==> src/rtl/tdm_demux.sv <==
// Serial TDM frame demultiplexer: hunts for a frame sync, assembles WORD_W-bit
// words per time slot, and presents them through a one-entry valid/ready buffer.
module tdm_demux #(
    parameter int NUM_CH = 4,
    parameter int WORD_W = 8
) (
    input  logic                      clock,
    input  logic                      reset,
    input  logic                      din,
    input  logic                      din_valid,
    input  logic                      sync,
    output logic [WORD_W-1:0]         out_data,
    output logic [$clog2(NUM_CH)-1:0] out_ch,
    output logic                      out_valid,
    input  logic                      out_ready,
    output logic                      overflow,
    output logic                      frame_err,
    output logic                      in_frame
);

    localparam int CH_W = $clog2(NUM_CH);
    localparam int BC_W = $clog2(WORD_W);

    typedef enum logic {
        ST_HUNT,
        ST_RECV
    } state_t;

    state_t              r_state;
    state_t              w_state_nx;
    logic [BC_W-1:0]     r_bit_cnt;
    logic [BC_W-1:0]     w_bit_nx;
    logic [CH_W-1:0]     r_ch_cnt;
    logic [CH_W-1:0]     w_ch_nx;
    logic [WORD_W-2:0]   r_word;
    logic [WORD_W-2:0]   w_word_nx;
    logic [WORD_W-1:0]   w_shift;
    logic                w_complete;
    logic                w_resync;
    logic                w_load;
    logic                w_drop;

    logic [WORD_W-1:0]   r_out_data;
    logic [CH_W-1:0]     r_out_ch;
    logic                r_out_valid;
    logic                r_overflow;
    logic                r_frame_err;

    // Only the WORD_W-1 earlier bits are stored; the completing bit comes from din.
    assign w_shift = {r_word, din};

    always_comb begin
        w_state_nx = r_state;
        w_bit_nx   = r_bit_cnt;
        w_ch_nx    = r_ch_cnt;
        w_word_nx  = r_word;
        w_complete = 1'b0;
        w_resync   = 1'b0;
        case (r_state)
            ST_HUNT: begin
                if (din_valid && sync) begin
                    w_word_nx  = w_shift[WORD_W-2:0];
                    w_bit_nx   = BC_W'(1);
                    w_ch_nx    = '0;
                    w_state_nx = ST_RECV;
                end
            end
            ST_RECV: begin
                if (din_valid) begin
                    w_word_nx = w_shift[WORD_W-2:0];
                    if (sync) begin
                        // Resync takes priority, even over the final bit of a frame.
                        w_resync = 1'b1;
                        w_bit_nx = BC_W'(1);
                        w_ch_nx  = '0;
                    end else if (r_bit_cnt == BC_W'(WORD_W - 1)) begin
                        w_complete = 1'b1;
                        w_bit_nx   = '0;
                        if (r_ch_cnt == CH_W'(NUM_CH - 1)) begin
                            w_ch_nx    = '0;
                            w_state_nx = ST_HUNT;
                        end else begin
                            w_ch_nx = r_ch_cnt + CH_W'(1);
                        end
                    end else begin
                        w_bit_nx = r_bit_cnt + BC_W'(1);
                    end
                end
            end
        endcase
    end

    always_ff @(posedge clock or posedge reset) begin
        if (reset) begin
            r_state   <= ST_HUNT;
            r_bit_cnt <= '0;
            r_ch_cnt  <= '0;
            r_word    <= '0;
        end else begin
            r_state   <= w_state_nx;
            r_bit_cnt <= w_bit_nx;
            r_ch_cnt  <= w_ch_nx;
            r_word    <= w_word_nx;
        end
    end

    // A buffer being drained this cycle can accept the next word without a bubble.
    assign w_load = w_complete && (!r_out_valid || out_ready);
    assign w_drop = w_complete && r_out_valid && !out_ready;

    always_ff @(posedge clock or posedge reset) begin
        if (reset) begin
            r_out_data  <= '0;
            r_out_ch    <= '0;
            r_out_valid <= 1'b0;
            r_overflow  <= 1'b0;
            r_frame_err <= 1'b0;
        end else begin
            if (w_load) begin
                r_out_data  <= w_shift;
                r_out_ch    <= r_ch_cnt;
                r_out_valid <= 1'b1;
            end else if (out_ready) begin
                r_out_valid <= 1'b0;
            end
            r_overflow  <= r_overflow | w_drop;
            r_frame_err <= w_resync;
        end
    end

    assign out_data  = r_out_data;
    assign out_ch    = r_out_ch;
    assign out_valid = r_out_valid;
    assign overflow  = r_overflow;
    assign frame_err = r_frame_err;
    assign in_frame  = (r_state == ST_RECV);

endmodule

==> config.mk <==
export PLATFORM = sky130hd
export DESIGN_NAME = tdm_demux
export DESIGN_NICKNAME = d
export VERILOG_FILES = /design/src/rtl/tdm_demux.sv
export SDC_FILE = /design/constraint.sdc
export NUM_CORES = 1
export LEC_CHECK = 0
export BUFFER_PORTS_ARGS = -buffer_cell sky130_fd_sc_hd__buf_2
export CAP_MARGIN = 10
export CELL_PAD_IN_SITES_DETAIL_PLACEMENT = 0
export CELL_PAD_IN_SITES_GLOBAL_PLACEMENT = 1
export CORE_ASPECT_RATIO = 1.5
export CORE_MARGIN = 2
export CORE_UTILIZATION = 46
export CTS_CLUSTER_DIAMETER = 120
export DETAILED_ROUTE_END_ITERATION = 16
export PLACE_DENSITY = 0.92
export SYNTH_ARGS = -nofsm -noshare
export SYNTH_HDL_FRONTEND = slang
export SYNTH_SLANG_ARGS = --single-unit
==> constraint.sdc <==
create_clock -name clock -period 4 [get_ports clock]
set_clock_uncertainty 0.15 [all_clocks]
set_input_delay 0.6 -clock clock [delete_from_list [all_inputs] [get_ports clock]]
set_output_delay 0.6 -clock clock [all_outputs]
set_load 0.05 [all_outputs]
==> results.md <==
* Fmax at 477 MHz
* Worst path most repeated cell: ha_1
* Most frequent cells in the layout: dfrtp_1 (26), buf_2 (19), mux2_2 (17), nand2_1 (5)
* Synth cell types at 24
* Status: completed
* Worst reg-to-reg path cell count at 5
* Root buf cell: clkbuf_4
* Flop2flop setup slack at 1.90 ns
* TritonCTS clock tree: done
* CP arrival at 2.15 ns
* Die height at 64.4 µm
* Core footprint at 2260 µm²
* Max Cap Viol at 0
* Final setup violation count at 0
* Via count at 678
* XOR/XNOR Fraction of Synth Area at 0
* CTS clk-pin slew, worst paths at 0.12 ns
* Unrepaired setup endpoints after global routing: no
* Final HPWL DP at 1.35 mm
* CP cell instances: ha_1 -> ha_1 -> nand4b_4 -> nor2b_2 -> mux2_2
* Crit Path Class: register to register
* Synth Net Count at 90
* Post-Syn Area at 1120 µm²
* Final setup TNS at 0 ns
* Routed WL at 1.81 mm
* Slowest-stage cell, CP: nor2b_2
* HP Class: input port to asynchronous set/reset pin
* Area Overhead vs Synth at 10.2%
* Die area at 2850 µm²
* Largest net degree at the start of global routing at 27
* Row count at 21
* Slew Viols, Final at 0
* Synth warn at 0
* Peak VDD IR at 0.000258 V
* Final Hold Fails at 0
* Drt drc at 0
* First-pass GRT wire length at 3.20 mm
* Clk_lat worst skew at 0.31 ns
* ANT cells at 0
* CP Launch Point: r_bit_cnt[1]
* Number of global-route vias before repair at 706
* Mux contribution to synthesized area at 0.171
* Worst setup EP type: register
* Leak Pwr at 0.641 nW
* Initial drt markers at 0
* Total gr overflow at 0
* Post-synth top flop: dfrtp_1
* # resized after CTS at 0
* Final Critical Period at 2.10 ns
* Max incr delay on CP at 0.43 ns
* Post-DRT Antenna Nets at 0
* Post-synth EDFFs at 0
* Initial Util at 0.494
* RR Endpoint: out_ch[1]
* Gr usage total at 0.155
* Post-Synth Simple-Gate Area at 0.0963
* CTS max path bufs at 2
* Crit start category: register
* Compound-gate portion of the synthesized area at 0.0773
* Post-synthesis sequential area ratio at 0.582
* Via density per instance at 5.56
* Syn avg cell area at 13.8 µm²
* Number of buffers added on ports at 19
* TritonCTS Buffers at 3
* Commonest non-fill, non-tap cell in the layout: dfrtp_1
* Hold_buf cts at 0
* FF+latch count, synth at 26
* Largest family of logic cells by synthesized area: multiplexers
* FILL cells at 208
* Relative slew slack at 0.355
* RePlAce Congestion at 0.759
* Routed length per instance at 14.8 µm
* DR pass1 iterations at 1
* Worst Path Required at 4.05 ns
* Post-layout utilization of the core at 0.545
* Slew @ Worst Pin at 0.967 ns
* Worst R2R Start: r_bit_cnt[1]
* Initial antenna violation count at 0
* Ys async rst share at 1.00
* Die W at 44.2 µm
* Crit-path max FO at 10
* Post-Synth Adder-Cell Area at 0.0336
* Tcrit/Tclk final at 0.524
* Syn Inst Count at 81
* Num Clock Sinks at 26
* Io pins at 20
* Postcts setup bufs at 0
* Fraction of layout cells with a size suffix above 1 at 0.424
* H-tree depth at 1
* Final Net Count at 110
* Pwr/cell area at 473 nW/µm²
==> cell type report <==
class                           instances  area (µm²)  share of cell area
Multi-Input combinational cell         48         423               0.343
Inverter                                3        11.3             0.00915
Timing Repair Buffer                   19        95.1              0.0772
Sequential cell                        26         651               0.528
Tap cell                               23        28.8              0.0234
Clock buffer                            3        22.5              0.0183
==> worst max-delay path: cells and delay by family, from the launching register on <==
family,cells,cell delay [ns]
adder cells (fa/ha/maj),2,0.46
flip-flops,1,0.40
multiplexers,1,0.39
AND/OR/NAND/NOR,2,0.58
==> registers in the layout (all words and copies together), names as in the netlist <==
register / flops
overflow: 1
out_ch: 2
r_word: 7
frame_err: 1
r_ch_cnt: 2
out_data: 8
out_valid: 1
r_bit_cnt: 3
in_frame: 1
==> kinds of logic after synthesis <==
group / count (synthesis)
compound gates: 13
fa+ha+maj: 3
buf+inv: 7
flops: 26
mux: 17
simple gates: 15
==> report_power, final <==
| group | internal, mW | switching (mW) | leakage [nW] |
|---|---|---|---|
| Combinational | 0.0532 | 0.0918 | 0.292 |
| Clock | 0.0352 | 0.0682 | 0.0138 |
| Sequential | 0.306 | 0.0283 | 0.335 |
==> routing by layer <==
metal	wire length, µm	up-vias	GRT usage	part of all wire
li1	-	320	-	-
met1	748	337	0.189	0.41
met5	0	-	0	0
met3	59	6	0.0339	0.033
met4	52	0	0.0833	0.029
met2	952	15	0.248	0.53
==> synthesized netlist by cell type, types with 2 or more instances <==
cell	number	share of area
nand2_1	5	0.017
dfrtp_1	26	0.58
buf_2	2	0.0090
mux2_2	17	0.17
a21oi_1	3	0.013
ha_1	3	0.034
o2bb2ai_1	2	0.016
inv_1	3	0.010
buf_6	2	0.020
o21ai_0	3	0.013
nand2b_1	2	0.011
==> metrics by stage <==
step / power (mW) / hold slack [ns] / setup slack [ns] / instances / cell area [µm²]
2_1_floorplan: 0.449 / 0.322 / 2.24 / 81 / 1120
3_5_place_dp: 0.487 / 0.323 / 1.87 / 119 / 1210
4_1_cts: 0.590 / 0.356 / 1.86 / 122 / 1230
5_1_grt: 0.619 / 0.368 / 1.74 / 122 / 1230
6_report: 0.583 / 0.342 / 1.90 / 122 / 1230
3_3_place_gp: 0.480 / 0.312 / 1.94 / 119 / 1210
==> worst max-delay path by stage <==
stage / endpoint / slack, ns / cells after the start
6_report: out_ch[1] / 1.90 / 5
5_1_grt: out_data[3] / 1.74 / 5
4_1_cts: out_ch[1] / 1.86 / 5
3_5_place_dp: out_ch[0] / 1.87 / 5
3_3_place_gp: out_data[1] / 1.94 / 4
2_1_floorplan: out_data[0] / 2.24 / 5
(Power assumes the default switching activity.)
